## src/rtl/fifo_arb_pkg.sv

```systemverilog
// Shared constants for the FIFO write-port arbiter: state encoding, owner ids
// and default burst sizing.
package fifo_arb_pkg;

  localparam logic [1:0] IDLE  = 2'b00;
  localparam logic [1:0] OWN_A = 2'b01;
  localparam logic [1:0] OWN_B = 2'b10;

  localparam logic OWNER_A = 1'b0;
  localparam logic OWNER_B = 1'b1;

  localparam int MAX_BURST_DEF = 4;
  localparam int BURST_W_DEF   = 3;

endpackage

```

## src/rtl/fifo_write_arbiter_burst_counter.sv

```systemverilog
// Burst length counter: synchronous clear (wins over enable), count enable and
// a terminal-count flag raised while the current word would be the burst's last.
module burst_counter
  import fifo_arb_pkg::*;
#(
  parameter int MAX_BURST = MAX_BURST_DEF,
  parameter int BURST_W   = BURST_W_DEF
) (
  input  logic clk,
  input  logic rst,
  input  logic clr,
  input  logic en,
  output logic tc
);

  logic [BURST_W-1:0] cnt;

  always_ff @(posedge clk) begin
    if (rst || clr) begin
      cnt <= '0;
    end else if (en) begin
      cnt <= cnt + 1'b1;
    end
  end

  assign tc = (cnt == BURST_W'(MAX_BURST - 1));

endmodule

```

## src/rtl/fifo_write_arbiter.sv

```systemverilog
// Round-robin, burst-bounded arbiter sharing one FIFO write port between
// producers A and B. Define FIFO_ARB_PFF_THROTTLE_EN to cap bursts at one word while PFF=1.
module fifo_write_arbiter
  import fifo_arb_pkg::*;
#(
  parameter int DATA_W    = 8,
  parameter int MAX_BURST = MAX_BURST_DEF,
  parameter int BURST_W   = BURST_W_DEF
) (
  input  logic              CLK,
  input  logic              RESET,
  input  logic              REQ_A,
  input  logic [DATA_W-1:0] DIN_A,
  output logic              GNT_A,
  input  logic              REQ_B,
  input  logic [DATA_W-1:0] DIN_B,
  output logic              GNT_B,
  input  logic              FF,
  input  logic              PFF,
  output logic              WE,
  output logic [DATA_W-1:0] DOUT,
  output logic [1:0]        OWNER
);

  logic [1:0] state, state_nxt;
  logic       last, last_nxt;
  logic       tc, limit, last_word, cnt_clr;

  assign GNT_A = (state == OWN_A) & ~FF;
  assign GNT_B = (state == OWN_B) & ~FF;
  assign WE    = ((GNT_A & REQ_A) | (GNT_B & REQ_B)) & ~RESET;
  assign DOUT  = (state == OWN_B) ? DIN_B : DIN_A;
  assign OWNER = state;

`ifdef FIFO_ARB_PFF_THROTTLE_EN
  // Near full every accepted word ends the burst, forcing strict alternation.
  assign limit = tc | PFF;
`else
  logic unused_pff;
  assign unused_pff = PFF;
  assign limit      = tc;
`endif

  assign last_word = WE & limit;

  burst_counter #(
    .MAX_BURST(MAX_BURST),
    .BURST_W  (BURST_W)
  ) u_burst (
    .clk(CLK),
    .rst(RESET),
    .clr(cnt_clr),
    .en (WE),
    .tc (tc)
  );

  always_comb begin
    state_nxt = state;
    last_nxt  = last;
    cnt_clr   = 1'b0;
    case (state)
      IDLE: begin
        cnt_clr = 1'b1;
        if (REQ_A && (!REQ_B || last == OWNER_B)) state_nxt = OWN_A;
        else if (REQ_B)                           state_nxt = OWN_B;
      end
      OWN_A: begin
        if (!REQ_A || last_word) begin
          cnt_clr  = 1'b1;
          last_nxt = OWNER_A;
          if (REQ_B)      state_nxt = OWN_B;
          else if (REQ_A) state_nxt = OWN_A;
          else            state_nxt = IDLE;
        end
      end
      OWN_B: begin
        if (!REQ_B || last_word) begin
          cnt_clr  = 1'b1;
          last_nxt = OWNER_B;
          if (REQ_A)      state_nxt = OWN_A;
          else if (REQ_B) state_nxt = OWN_B;
          else            state_nxt = IDLE;
        end
      end
      default: begin
        cnt_clr   = 1'b1;
        state_nxt = IDLE;
      end
    endcase
  end

  always_ff @(posedge CLK) begin
    if (RESET) begin
      state <= IDLE;
      last  <= OWNER_B;
    end else begin
      state <= state_nxt;
      last  <= last_nxt;
    end
  end

endmodule

```

## config.mk

```make
export PLATFORM = sky130hd
export DESIGN_NAME = fifo_write_arbiter
export DESIGN_NICKNAME = d
export VERILOG_FILES = /design/src/rtl/fifo_arb_pkg.sv /design/src/rtl/fifo_write_arbiter_burst_counter.sv /design/src/rtl/fifo_write_arbiter.sv
export SDC_FILE = /design/constraint.sdc
export NUM_CORES = 1
export LEC_CHECK = 0
export ABC_CLOCK_PERIOD_IN_PS = 2100
export CAP_MARGIN = 20
export CORE_MARGIN = 10
export CORE_UTILIZATION = 36
export CTS_CLUSTER_DIAMETER = 60
export DETAILED_ROUTE_END_ITERATION = 10
export GPL_TIMING_DRIVEN = 0
export PLACE_DENSITY_LB_ADDON = 0.12
export SLEW_MARGIN = 20
export SYNTH_ARGS = -nofsm -noshare
export SYNTH_HDL_FRONTEND = slang
export SYNTH_HIERARCHICAL = 1
export SYNTH_SLANG_ARGS = --single-unit
```

## constraint.sdc

```tcl
create_clock -name CLK -period 2.1 [get_ports CLK]
set_clock_uncertainty 0.1 [all_clocks]
set_input_delay 0.315 -clock CLK [delete_from_list [all_inputs] [get_ports CLK]]
set_output_delay 0.315 -clock CLK [all_outputs]
set_load 0.005 [all_outputs]
```

---- Yosys cells after proc, flatten, opt, wreduce, memory -nomap -nowiden ----
Index checks and enable logic that the tools add are counted.
cells by class
  $add $sub $neg .......................... 1
  equality and inequality tests ........... 6
  multiplexer cells ....................... 16
  bitwise gates (word level) .............. 9
  reduce and logical (&&, ||, !) cells .... 11
operators by type and width
  kind                   count
  $mux W2                7
  $mux W8                1
  $and A1 B1 Y1          6
  $pmux W2 S3            1
  $reduce_and A3 Y1      2
  $mux W1                5
  $logic_or A1 B1 Y1     4
  $ne A2 B1 Y1 const B   2
  $pmux W1 S2            2
  $add A3 B1 Y3 const B  1
  $eq A3 B2 Y1 const B   1
  $ne A3 B3 Y1 const B   1
  $eq A2 B1 Y1 const B   1
  $eq A2 B2 Y1 const B   1
  $logic_not A1 Y1       2
  $logic_not A2 Y1       1
  $not A1 Y1             2
  $reduce_bool A2 Y1     1
  $logic_and A1 B1 Y1    1
  $or A1 B1 Y1           1
word-level totals
  flip-flop bits (word level) ............. 6
  input port bits ......................... 22
  output and inout bits ................... 13
  word-level logic and storage cells ...... 46

---- Logic depth before layout (Yosys ltp) ----
  depth after elaboration ................. 10
  mapped depth ............................ 7
  depth with buffers taken out ............ 6

---- Cells and area by module ----
Netlist, hierarchy kept.
by module, submodules not included
  module              instances  cells an instance  area each (um^2)  seq. area each (um^2)
  fifo_write_arbiter  1          51                 430.4             60.1
  burst_counter       1          12                 146.4             60.1

---- Worst setup path after synthesis ----
Ideal clock, no wire load.
  path type ............................... register to register
  start point ............................. register state[1] (netlist: OWNER[1])
  end point ............................... register u_burst.cnt[1]
  setup time .............................. 121 ps
  arrival time ............................ 1616 ps
  required time ........................... 1879 ps
  slack ................................... 264 ps
  cell stages (with the launch flop) ...... 7
  buffers on the path ..................... 0
  period minus slack after synthesis ...... 1836 ps
  cells stage by stage .................... dfxtp_1 > inv_1 > ha_1 > a22oi_1 > nor3_1 > mux2i_1 > nor3_2
on the way
  word-level cells in the longest chain between the ends .. 10
  elaborated cells on any way between the ends .. 15
  those cells by class .................... eq/ne: 2; mux: 3; bitwise: 7; reduce/logical: 3
ends and longest elaborated chain
  element                                              line                                                RTL
  start: declaration                                   fifo_write_arbiter.sv:25                            logic [1:0] state, state_nxt;
  start signal: assignment                             fifo_write_arbiter.sv:97                            state <= state_nxt;
  $eq A2 B1 Y1 / $eq A2 B2 Y1 (equally long branches)  fifo_write_arbiter.sv:29, fifo_write_arbiter.sv:30
  $and A1 B1 Y1 (on tied branches)                     fifo_write_arbiter.sv:29, fifo_write_arbiter.sv:30
  $and A1 B1 Y1                                        fifo_write_arbiter.sv:31                            assign WE = ((GNT_A & REQ_A) | (GNT_B & REQ_B)) & ~RESET;
  $or A1 B1 Y1 *                                       fifo_write_arbiter.sv:31
  $and A1 B1 Y1 *                                      fifo_write_arbiter.sv:31
  via WE                                               fifo_write_arbiter.sv:20                            output logic WE,
  $and A1 B1 Y1                                        fifo_write_arbiter.sv:44                            assign last_word = WE & limit;
  $logic_or A1 B1 Y1 (on tied branches)                fifo_write_arbiter.sv:77, fifo_write_arbiter.sv:68
  $mux W1 (on tied branches)                           fifo_write_arbiter.sv:77, fifo_write_arbiter.sv:68
  $pmux W1 S2                                          fifo_write_arbiter.sv:61                            case (state)
  $logic_or A1 B1 Y1                                   fifo_write_arbiter_burst_counter.sv:19              if (rst || clr) begin
  end signal: assignment                               fifo_write_arbiter_burst_counter.sv:22              cnt <= cnt + 1'b1;
  end: declaration                                     fifo_write_arbiter_burst_counter.sv:16              logic [BURST_W-1:0] cnt;
Mark *: on every way through the listed nets, which the timed path passes. The rest lies on a longest branch.
A chain may end at the register's enable or synchronous reset.

---- Worst setup path after layout ----
  start point ............................. register state[0] (netlist: OWNER[0])
  end point ............................... output DOUT[2]
on the way
  word-level cells in the longest chain between the ends .. 2
ends and longest elaborated chain
  element           line                      RTL
  $eq A2 B2 Y1      fifo_write_arbiter.sv:32  assign DOUT = (state == OWN_B) ? DIN_B : DIN_A;
  $mux W8           fifo_write_arbiter.sv:32
  end: declaration  fifo_write_arbiter.sv:21  output logic [DATA_W-1:0] DOUT,
No other way between the ends.

==> impl_metrics.env <==
export IMPL_status="finished, final reports clean"
export IMPL_path_cells="inv_4 > ha_2 > buf_6 > buf_8 > mux2_2 > dlygate4sd2_1"
export IMPL_vdd_drop_max_v=0.0003273
export IMPL_synthAdderAreaFrac_pct=13.02
export IMPL_drive_gt1_share_pct=33.98
export IMPL_hold_viol=0
export IMPL_maxCapViolations=0
export IMPL_dieArea_um2=3603
export IMPL_critPathSlowestCell="dfxtp_4"
export IMPL_drv_slew=0
export IMPL_clock_root_buffer="clkbuf_4"
export IMPL_antenna_left=0
export IMPL_track_usage_pct=11.41
export IMPL_power_density_nw_per_um2=704.7
export IMPL_max_freq_ghz=0.4903
export IMPL_seqPwrFrac_pct=20.8
export IMPL_wl_per_cell_um=15.70
export IMPL_whs_ns=0.3978
export IMPL_gp_congestion=0.7389
export IMPL_critPathCapture="DOUT[2]"
export IMPL_insertion_delay_ns=0.24
export IMPL_fin_area_um2=1020
export IMPL_synth_distinct_cells=29
export IMPL_setup_viol=0
export IMPL_synth_cell_area_um2=576.8
export IMPL_cts_made_buffers=3
export IMPL_synth_simple_gate_area_share_pct=18.87
export IMPL_reg2reg_to="u_burst/cnt[2]"
export IMPL_period_needed_ns=2.039
export IMPL_multi_input_area_um2=442.9
export IMPL_max_clock_path_buffers=2
export IMPL_dp_hpwl_um=1443
export IMPL_grt_start_max_net_pins=11
export IMPL_die_h_um=60.03
export IMPL_worst_ep_required_time_ns=1.68
export IMPL_core_area_um2=1506
export IMPL_synth_mux_area_share_pct=21.69
export IMPL_wl_um=1868
export IMPL_hold_path_class="flip-flop to flip-flop"
export IMPL_cts_tree="done"
export IMPL_cp_arrival_ns=1.62
export IMPL_numPortBuffers=33
export IMPL_crit_start="OWNER[0]"
export IMPL_io_pins=35
export IMPL_die_w_um=60.03
export IMPL_synth_seq_area_share_pct=20.82
export IMPL_worstSetupEndpointType="primary output"
export IMPL_relSlewSlack_pct=66.04
export IMPL_ys_warn_count=6
export IMPL_p_int_w=0.0004744
export IMPL_drt_iter0_markers=4
export IMPL_synth_top_area_share_pct=20.82
export IMPL_route_detailed_drc=0
export IMPL_grt_pass1_wl_um=3194
export IMPL_initial_utilization_pct=38.29
export IMPL_first_global_vias=681
export IMPL_switching_power_w=0.0002442
export IMPL_cts_hold_buf=0
export IMPL_critPathMaxStageDelay_ns=0.35
export IMPL_r2r_start="u_burst/cnt[0]"
export IMPL_vias=609
export IMPL_rows=14
export IMPL_syn_area_per_cell_um2=9.156
export IMPL_cts_htree_levels=1
export IMPL_tightest_slew_ns=0.5094
export IMPL_grt_overflow=0
export IMPL_path_clk_slew_ns=0.04
export IMPL_syn_num_nets=91
export IMPL_clkSinkCount=6
export IMPL_ys_ff_latch=6
export IMPL_nFillCells=129
export IMPL_via_per_inst=5.118
export IMPL_critPathMaxFanout=6
export IMPL_synth_top_area_cell="dfxtp_1"
export IMPL_min_period_over_period_pct=97.11
export IMPL_diodes=0
export IMPL_comb_power_share_pct=64.7
export IMPL_grt_antenna_before_repair=0
export IMPL_rsz0062_at_grt="false"
export IMPL_fin_nets=133
export IMPL_start_kind="flip-flop"
export IMPL_synth_cells=63
export IMPL_crit_type="flip-flop to primary output"
export IMPL_synth_top_family_by_area="multiplexers"
export IMPL_placed_cell_area_um2=927.1
export IMPL_synth_compound_area_share_pct=17.35
export IMPL_synth_xor_xnor_area_share_pct=1.518
export IMPL_switching_share_pct=33.98
export IMPL_seq_area_um2=125.1
export IMPL_p_leak_nw=0.4342
export IMPL_drtPass1Iterations=4
export IMPL_synth_area_top_cells="dfxtp_1, mux2_2, ha_1, mux2i_1, nor3_2"
export IMPL_rrSetupSlack_ns=0.28
export IMPL_area_delta_synth_final_pct=76.79
export IMPL_ff2ff_path_depth=6
export IMPL_p_clk_share_pct=14.5
==> layout by cell type, fill, tap and decap left out, types with 2 or more instances in the layout <==
cell type,Yosys,routed
mux2_2,8,8
nand3_1,2,2
nand2_1,2,2
dlygate4sd2_1,0,10
clkbuf_4,0,3
o21ai_0,4,4
a21oi_1,3,3
dfxtp_1,6,4
nor2b_1,2,2
buf_2,1,3
inv_1,5,4
nor3_2,2,3
ha_1,6,4
clkdlybuf4s50_1,0,20
mux2i_1,2,2
buf_4,0,3
nor2_1,4,4
==> cells in the mapped netlist, drive strengths merged <==
cell     count
a21o         1
nor2         4
a2111oi      1
nand3        2
nor2b        2
buf          2
inv          6
nand2b       1
ha           6
nor4         1
mux2i        2
a31oi        1
nor3b        1
dfxtp        6
a211oi       2
a21oi        3
xnor2        1
mux2         9
nand2        2
nor3         3
nand3b       1
a22oi        1
o21ai        5
==> how the worst min path moves through the flow <==
stage                     slack (ns)  cells past startpoint             end   from
final                           0.40                      2            last   last
after global routing            0.46                      2            last   last
after CTS                       0.39                      2            last   last
after global placement          0.39                      2            last   last
after floorplan                 0.29                      1  u_burst/cnt[0]  RESET
after detailed placement        0.39                      2            last   last
==> registers in the layout, summed over array words and instances, names as in the netlist <==
name         flops
OWNER            2
last             1
u_burst/cnt      3
==> what timing repair did <==
| item | CTS | global route |
|---|---|---|
| gates resized for setup | 35 | 0 |
| cloned | 1 | 0 |
| pin swaps | 1 | 1 |
| setup endpoints to repair | 10 | 1 |
| buffers inserted | 3 | 0 |
==> cell families after synthesis <==
| kind of cell | after synthesis |
|---|---|
| compound gates | 14 |
| xor+xnor | 1 |
| fa+ha+maj | 6 |
| buf+inv | 8 |
| flops | 6 |
| mux | 11 |
| simple gates | 17 |
==> power groups by stage <==
stage / clock, W / combinational [W] / sequential (W)
6_report: 0.000104 / 0.000465 / 0.000149
3_3_place_gp: 0 / 0.000394 / 0.000147
3_5_place_dp: 0 / 0.000397 / 0.000147
2_1_floorplan: 0 / 0.000220 / 0.000144
5_1_grt: 0.000117 / 0.000505 / 0.000151
4_1_cts: 0.000115 / 0.000468 / 0.000149
==> final cells by class <==
type                            instances  area share [%]
Tap cell                               16           1.963
Sequential cell                         6           12.27
Inverter                                6           2.454
Multi-Input combinational cell         49           43.44
Timing Repair Buffer                   37           35.09
Buffer                                  2           2.577
Clock buffer                            3           2.209
==> per-stage QoR <==
stage          util [%]  TNS [ns]  setup WS [ns]  instances  total power [W]
6_report          67.69         0        0.06062        119        0.0007186
3_5_place_dp      61.54    -1.337        -0.5869        112        0.0005445
2_1_floorplan         -         0         0.2636         63        0.0003643
3_3_place_gp      61.54    -1.448        -0.6136        112        0.0005415
5_1_grt           67.69         0       0.003189        119        0.0007728
4_1_cts           67.69         0        0.02663        119        0.0007318
==> routing by layer <==
metal	wire [um]	vias to the layer above	track usage (%)
li1	-	306	-
met1	675	281	11.31
met2	959	22	18.68
met3	233	0	8.898
met4	0	0	1.923
met5	0	-	0
==> worst max-delay path: cells and delay by family, from the launching register on <==
| kind | cells | cell delay (ns) |
|---|---|---|
| adders and majority gates | 1 | 0.16 |
| muxes | 1 | 0.32 |
| buffers and inverters | 4 | 0.56 |
| DFF | 1 | 0.35 |
No activity file was read; power rests on OpenSTA's default activity.
